===== src/rtl/pipeline_pkg.sv =====
// Shared types and constants for the front end of the 5-stage ARM pipeline.
// Latency: n/a (types and constants only).
// Backpressure: n/a.
package pipeline_pkg;

    typedef enum logic [1:0] {
        FETCH = 2'd0,   // request to imem outstanding for PCF
        HOLD  = 2'd1,   // fetched word parked in the hold buffer, decode stalled
        DRAIN = 2'd2    // redirected while a request was in flight; wait out its ack
    } fetch_state_t;

    localparam logic [31:0] NOP_INSTR_DEFAULT = 32'hE1A0_0000;  // MOV r0,r0
    localparam logic [31:0] PC_STEP           = 32'd4;

    // IF/ID pipeline register contents.
    typedef struct packed {
        logic [31:0] instr;
        logic [31:0] pc;
        logic        valid;
    } fd_t;

endpackage


===== src/rtl/flop_fd.sv =====
// IF/ID pipeline register: enable, synchronous clear to a bubble, async active-low reset.
// Latency: 1 cycle from d to q.
// Backpressure: en=0 holds q; clr wins over en so a flush lands even while stalled.
//
// Ports: clk, reset (async, active-low), en (load), clr (sync squash), d/q (fd_t).
module flop_fd
    import pipeline_pkg::*;
#(
    parameter logic [31:0] NOP_INSTR = NOP_INSTR_DEFAULT
) (
    input  logic clk,
    input  logic reset,
    input  logic en,
    input  logic clr,
    input  fd_t  d,
    output fd_t  q
);

    localparam fd_t BUBBLE = '{instr: NOP_INSTR, pc: 32'd0, valid: 1'b0};

    always_ff @(posedge clk or negedge reset) begin
        if (!reset) begin
            q <= BUBBLE;
        end else if (clr) begin
            q <= BUBBLE;
        end else if (en) begin
            q <= d;
        end
    end

endmodule


===== src/rtl/fetch_stage.sv =====
// Instruction fetch: owns PCF, a req/ack imem handshake, a one-entry hold buffer and IF/ID.
// Latency: 1 cycle from imem_ack to InstrD; one instruction per cycle with back-to-back acks.
// Backpressure: StallD parks an acked word in the hold buffer and drops imem_req until released.
//
// Ports: clk/reset (async, active-low); hazard StallD/FlushD; writeback redirect PCSrcW/ResultW;
//        imem_req/imem_addr/imem_ack/imem_rdata; PCPlus4F to datapath; InstrD/PCD/ValidD to
//        decode; FetchBusy = request outstanding with no ack this cycle.
module fetch_stage
    import pipeline_pkg::*;
#(
    parameter logic [31:0] RESET_PC  = 32'h0000_0000,
    parameter logic [31:0] NOP_INSTR = NOP_INSTR_DEFAULT
) (
    input  logic        clk,
    input  logic        reset,
    input  logic        StallD,
    input  logic        FlushD,
    input  logic        PCSrcW,
    input  logic [31:0] ResultW,
    output logic        imem_req,
    output logic [31:0] imem_addr,
    input  logic        imem_ack,
    input  logic [31:0] imem_rdata,
    output logic [31:0] PCPlus4F,
    output logic [31:0] InstrD,
    output logic [31:0] PCD,
    output logic        ValidD,
    output logic        FetchBusy
);

    fetch_state_t state, stateNext;
    logic [31:0]  pcF, pcFNext;
    logic         bufVld, bufVldNext;
    logic [31:0]  bufDat, bufDatNext;
    logic [31:0]  redirPc, redirPcNext;

    logic         available;
    logic         advance;
    logic [31:0]  fetchInstr;
    fd_t          fdIn, fdOut;

    // An ack only counts as an instruction in FETCH; in DRAIN it belongs to a killed request.
    assign available  = ((state == FETCH) && imem_ack) || bufVld;
    assign advance    = available && !StallD && !PCSrcW;
    assign fetchInstr = bufVld ? bufDat : imem_rdata;

    // Gating with reset keeps the request low for the whole time reset is held, and lets the
    // first request go out as soon as reset is released.
    assign imem_req  = reset && (state != HOLD);
    assign imem_addr = {pcF[31:2], 2'b00};
    assign PCPlus4F  = pcF + PC_STEP;
    assign FetchBusy = imem_req && !imem_ack;

    always_comb begin
        stateNext   = state;
        pcFNext     = pcF;
        bufVldNext  = bufVld;
        bufDatNext  = bufDat;
        redirPcNext = redirPc;
        unique case (state)
            FETCH: begin
                if (PCSrcW && imem_ack) begin
                    pcFNext = ResultW;
                end else if (PCSrcW) begin
                    // Address must stay stable until the in-flight request is acked.
                    redirPcNext = ResultW;
                    stateNext   = DRAIN;
                end else if (imem_ack && StallD) begin
                    bufVldNext = 1'b1;
                    bufDatNext = imem_rdata;
                    stateNext  = HOLD;
                end else if (imem_ack) begin
                    pcFNext = pcF + PC_STEP;
                end
            end
            HOLD: begin
                if (PCSrcW) begin
                    bufVldNext = 1'b0;
                    pcFNext    = ResultW;
                    stateNext  = FETCH;
                end else if (!StallD) begin
                    bufVldNext = 1'b0;
                    pcFNext    = pcF + PC_STEP;
                    stateNext  = FETCH;
                end
            end
            DRAIN: begin
                if (PCSrcW) begin
                    redirPcNext = ResultW;
                end
                if (imem_ack) begin
                    pcFNext   = PCSrcW ? ResultW : redirPc;
                    stateNext = FETCH;
                end
            end
            default: begin
                stateNext = FETCH;
            end
        endcase
    end

    always_ff @(posedge clk or negedge reset) begin
        if (!reset) begin
            state   <= FETCH;
            pcF     <= RESET_PC;
            bufVld  <= 1'b0;
            bufDat  <= 32'd0;
            redirPc <= 32'd0;
        end else begin
            state   <= stateNext;
            pcF     <= pcFNext;
            bufVld  <= bufVldNext;
            bufDat  <= bufDatNext;
            redirPc <= redirPcNext;
        end
    end

    // A non-advancing, non-stalled cycle loads a bubble.
    always_comb begin
        fdIn = '{instr: NOP_INSTR, pc: 32'd0, valid: 1'b0};
        if (advance) begin
            fdIn = '{instr: fetchInstr, pc: pcF, valid: 1'b1};
        end
    end

    flop_fd #(
        .NOP_INSTR (NOP_INSTR)
    ) u_flop_fd (
        .clk   (clk),
        .reset (reset),
        .en    (!StallD),
        .clr   (FlushD || PCSrcW),
        .d     (fdIn),
        .q     (fdOut)
    );

    assign InstrD = fdOut.instr;
    assign PCD    = fdOut.pc;
    assign ValidD = fdOut.valid;

endmodule

===== config.mk =====
export PLATFORM = sky130hd
export DESIGN_NAME = fetch_stage
export DESIGN_NICKNAME = d
export VERILOG_FILES = /design/src/rtl/pipeline_pkg.sv /design/src/rtl/flop_fd.sv /design/src/rtl/fetch_stage.sv
export SDC_FILE = /design/constraint.sdc
export NUM_CORES = 1
export LEC_CHECK = 0
export BUFFER_PORTS_ARGS = -buffer_cell sky130_fd_sc_hd__buf_2
export CAP_MARGIN = 20
export CORE_ASPECT_RATIO = 2
export CORE_MARGIN = 4
export CORE_UTILIZATION = 44
export DETAILED_ROUTE_END_ITERATION = 10
export PLACE_DENSITY = 0.64
export SLEW_MARGIN = 20
export SYNTH_ARGS = -nofsm -noshare
export SYNTH_HDL_FRONTEND = slang
export SYNTH_SLANG_ARGS = --single-unit

===== constraint.sdc =====
create_clock -name clk -period 3.3 [get_ports clk]
set_input_delay 0.165 -clock clk [delete_from_list [all_inputs] [get_ports clk]]
set_output_delay 0.165 -clock clk [all_outputs]
set_load 0.005 [all_outputs]

* Word-level counts from Yosys, hierarchy flattened
Index checks and enable logic that the tools add are counted.
Cells by class: add/subtract/negate cells 1, equality and inequality tests 13, multiplexer cells 28, bitwise logic cells 2, reductions and logical operators 21
Operators with widths (number):
- $mux 32 | 10
- $mux 65 | 3
- $pmux 32 s3 | 1
- $pmux 32 s2 | 1
- $add 32x3->32 const B | 1
- $mux 2 | 6
- $ne 3x2->1 const B | 3
- $reduce_and 4->1 | 2
- $logic_and 1x1->1 | 7
- $ne 2x1->1 const B | 3
- $ne 2x2->1 const B | 3
- $ne 3x3->1 const B | 2
- $pmux 2 s3 | 1
- $reduce_and 6->1 | 1
- $mux 1 | 5
- $reduce_and 5->1 | 1
- $reduce_bool 2->1 | 2
- $logic_not 1->1 | 3
- $reduce_bool 3->1 | 1
- $eq 2x1->1 const B | 1
- $eq 2x2->1 const B | 1
- $logic_not 2->1 | 1
- $logic_or 1x1->1 | 2
- $not 1->1 | 2
- other kinds (2) | 2
Storage, ports and cells: flip-flop bits (word level) 164, input port bits 70, output and inout bits 131, logic and storage cells 73

* Depth between registers and ports, before layout
word-level depth 8, gate-level depth with buffers 10, depth with buffers taken out 8

* Modules after synthesis
A second synthesis with hierarchy kept.
Second synthesis, totals: cell total of the unflattened synthesis 978, area, all modules 9599.2 um^2
Modules (own cells, without submodules):
- fetch_stage | instances 1, cells an instance 768, area each 6915.4 um^2, seq. area each 2477.4 um^2
- flop_fd | instances 1, cells an instance 210, area each 2683.8 um^2, seq. area each 1634.1 um^2

* Worst setup path before layout
Ideal clock, no wire load.
path type register to register, start point register pcF[2], end point register pcF[12], setup time 0.126 ns, data arrival time 1.976 ns, data required time 3.174 ns, path slack 1.198 ns, stages on the path, launching flop included 9, path buffers 1, period minus slack after synthesis 2.102 ns, path through dfrtp_1 > ha_1 > nand3_1 > or3_1 > buf_6 > xnor2_2 > a221oi_2 > a211oi_2 > a221o_1
Between the ends: cells in the longest elaborated chain, start to end 6, elaborated cells between the ends (all ways) 8, classes of those cells add/sub (1); mux (7)
RTL lines:
- start, declared | line fetch_stage.sv:32 | logic [31:0] pcF, pcFNext;
- start signal, assigned | line fetch_stage.sv:111 | pcF <= pcFNext;
- $add 32x3->32 (*)
- via PCPlus4F[12] | line fetch_stage.sv:24 | output logic [31:0] PCPlus4F,
- $mux 32 | line fetch_stage.sv:72 | end else if (imem_ack) begin
- $mux 32 | line fetch_stage.sv:68 | end else if (imem_ack && StallD) begin
- $mux 32 | line fetch_stage.sv:64 | end else if (PCSrcW) begin
- $mux 32 | line fetch_stage.sv:62 | if (PCSrcW && imem_ack) begin
- $pmux 32 s3 (*) | line fetch_stage.sv:60 | unique case (state)
The timed path passes the listed nets; every way through them passes the cells marked *. The select of a mux whose other input is x is not followed. A chain may end at the register's enable or synchronous reset.

* Worst setup path after layout
start point register pcF[2], end point output port PCPlus4F[26]
Between the ends: cells in the longest elaborated chain, start to end 1
RTL lines:
- $add 32x3->32 | line fetch_stage.sv:51 | assign PCPlus4F = pcF + PC_STEP;
- end, declared | line fetch_stage.sv:24
Every way passes these cells.

==> impl_metrics.json <==
{
  "crit_start": "pcF[2]$_DFFE_PN0P_",
  "h-tree-depth": 4,
  "rows": 71,
  "stdcell_area_um2": 10900,
  "rr_startpoint": "state[1]$_DFFE_PN0P_",
  "num-nets-final": 1122,
  "multi_input_area_um2": 4060,
  "crit_required_ns": 3.13,
  "wire_per_inst_um": 19.9,
  "die-width_um": 106,
  "synthTopCellsByCount": "dfrtp_1 (158), nand2_1 (82), o21ai_0 (73)",
  "finalSetupTns_ns": 0,
  "cts_sinks": 164,
  "die-area_um2": 21700,
  "cts_root_buffer": "clkbuf_16",
  "clock_latency_ns": 0.43,
  "clk_pin_slew_ns": 0.06,
  "gp_congestion": 0.912,
  "start_util_pct": 44.9,
  "synth-edff-count": 0,
  "viasPerCell": 5.53,
  "drv_cap": 0,
  "antenna_found_initial": 0,
  "first_pass_iters": 5,
  "max-slew-margin-rel_pct": 38.2,
  "setup.worst_path.end_class": "output pin",
  "power.density_nw_per_um2": 792,
  "vias": 7268,
  "tightest_slew_ns": 0.925,
  "hold_class": "in -> reg",
  "syn-cell-area_um2": 8490,
  "cts_resized": 0,
  "critPathLaunchType": "register",
  "regArea_um2": 4110,
  "fp.dieH_um": 204,
  "placed_cell_area_um2": 9740,
  "cts_buffers": 17,
  "postCtsSetupBuffers": 0,
  "yosys.area.top_type": "dfrtp_1",
  "fin_skew_ns": 0.00911,
  "ys.flop_type": "dfrtp_1",
  "worstSetupPathType": "reg -> out",
  "yosysWarnings": 0,
  "rsz0062_at_grt": "false",
  "path_max_fanout": 7,
  "grt_pass1_wl_um": 41700,
  "synth.avg_cell_area_um2": 10.4,
  "drt_iter0_drc": 540,
  "gr-total-overflow": 0,
  "synthArstFlopShare_pct": 100,
  "max_freq_mhz": 357,
  "grt_start_max_net_pins": 91,
  "holdWs_ns": 0.0135,
  "p_leak_nw": 5.31,
  "slew_violations": 0,
  "cp.arrival_ns": 2.63,
  "status": "complete, no violations",
  "ys_types": 72,
  "hold_buffers": 55,
  "yosysMostFrequentCell": "dfrtp_1",
  "antenna_cells": 0,
  "grt_pass1_vias": 7461,
  "syn_to_final_growth_pct": 28.3,
  "finalCritPeriodShare_pct": 84.8,
  "drive_gt1_share_pct": 33.0,
  "synth_area_leaders": "dfrtp_1 (47%), mux2_2 (8.6%), mux2i_1 (4.6%)",
  "setup_viol": 0,
  "syn-instance-count": 814,
  "hpwl_um": 18700,
  "io_pins": 201,
  "clockBufferDepth": 2,
  "hp-start": "ResultW[1]",
  "cts_tree": "yes",
  "fill_cells": 1667,
  "fp.coreArea_um2": 18900,
  "drt-total-wl_um": 26100,
  "drc": 0,
  "period_minus_slack_ns": 2.80,
  "track_usage_pct": 24.6,
  "yosysTopAreaCellShare_pct": 46.6,
  "ys_ff_latch": 164,
  "ant_nets": 0,
  "synth-seq-area-share_pct": 48.4,
  "ir_worst_vdd_mv": 0.416,
  "io_buffers": 198,
  "finalHoldViolations": 0
}
## metal layers
metal / share of wire (%) / vias to the layer above / track usage, %
li1: - / 3450 / -
met1: 39 / 3529 / 29.1
met2: 53 / 235 / 43.2
met3: 4.3 / 54 / 3.60
met4: 3.5 / 0 / 11.8
met5: 0 / - / 0
## per-stage QoR
stage	util [%]	cells	power, mW	worst slack [ns]
floorplan	-	815	5.28	1.20
global placement	51.5	1228	6.47	0.857
detailed placement	51.5	1228	6.55	0.817
CTS	57.6	1314	8.69	0.516
global route	57.6	1314	9.21	0.393
finish	57.6	1314	8.64	0.503
## where the power goes
| group | leakage, nW | total, mW | internal, mW | switching [mW] |
|---|---|---|---|---|
| registers | 2.07 | 3.31 | 2.67 | 0.638 |
| logic | 2.95 | 3.27 | 1.52 | 1.74 |
| clock network | 0.286 | 2.06 | 1.25 | 0.808 |
| total | 5.31 | 8.64 | 5.45 | 3.19 |
## path summary, 6_finish.rpt
| path | slack, ns | end | cells after the start |
|---|---|---|---|
| max | 0.50 | PCPlus4F[26] | 6 |
| min | 0.01 | redirPc[1]$_DFFE_PN0P_ | 2 |
| max reg2reg | 0.78 | pcF[26]$_DFFE_PN0P_ | 9 |
| min reg2reg | 0.47 | u_flop_fd.q[33]$_DFFE_PN0P_ | 2 |
| max in group asynchronous | 2.01 | u_flop_fd.q[63]$_DFFE_PN1P_ | 3 |
| min in group asynchronous | 0.31 | pcF[1]$_DFFE_PN0P_ | 2 |
## cells in the final DEF, fill, tap and decap left out, drive strengths merged, types with 3 or more instances in the layout
cell and instances:
a211oi 5, a21o 4, a21oi 31, a221o 7, a221oi 10, a222oi 4, a22o 32, a22oi 16
a31oi 7, and3 5, buf 225, bufinv 3, clkbuf 23, clkinvlp 3, dfrtp 158, dfstp 6
dlygate4sd3 55, ha 5, inv 11, mux2 65, mux2i 39, nand2 82, nand3 15, nand4 10
nor2 58, nor2b 5, nor3 16, nor4 7, o211ai 3, o21ai 74, o221ai 4, o22ai 8
o31ai 6, xnor2 14, xor2 14
## flip-flops by register name, summed over array words and instances, names as in the netlist
signal / count
bufDat: 32
bufVld: 1
pcF: 32
redirPc: 32
state: 2
u_flop_fd.q: 65
## worst max-delay path, stage by stage, from the launching register on
cell     delay (ns)
dfrtp_1        0.47
ha_1           0.31
nand3_1        0.19
or3_1          0.56
nor2_1         0.36
xor2_1         0.18
buf_2          0.13
## final cells by class
class	count	share of cell area, %
Clock buffer	23	4.39
Multi-Input combinational cell	574	37.3
Tap cell	255	2.93
Inverter	10	0.344
Clock inverter	8	1.16
Sequential cell	164	37.7
Timing Repair Buffer	280	16.2
## cells by family after synthesis
kind of cell             after synthesis  share of synthesized area [%]
other                                  1                         0.0442
AND/OR/NAND/NOR                      207                           12.2
XOR/XNOR                              28                           3.06
adder cells (fa/ha/maj)                5                          0.737
flip-flops                           164                           48.4
buffers and inverters                 77                           3.95
AO/OA/AOI/OAI                        228                           18.4
multiplexers                         104                           13.2
Note: power is estimated with default switching activity, not from simulation.
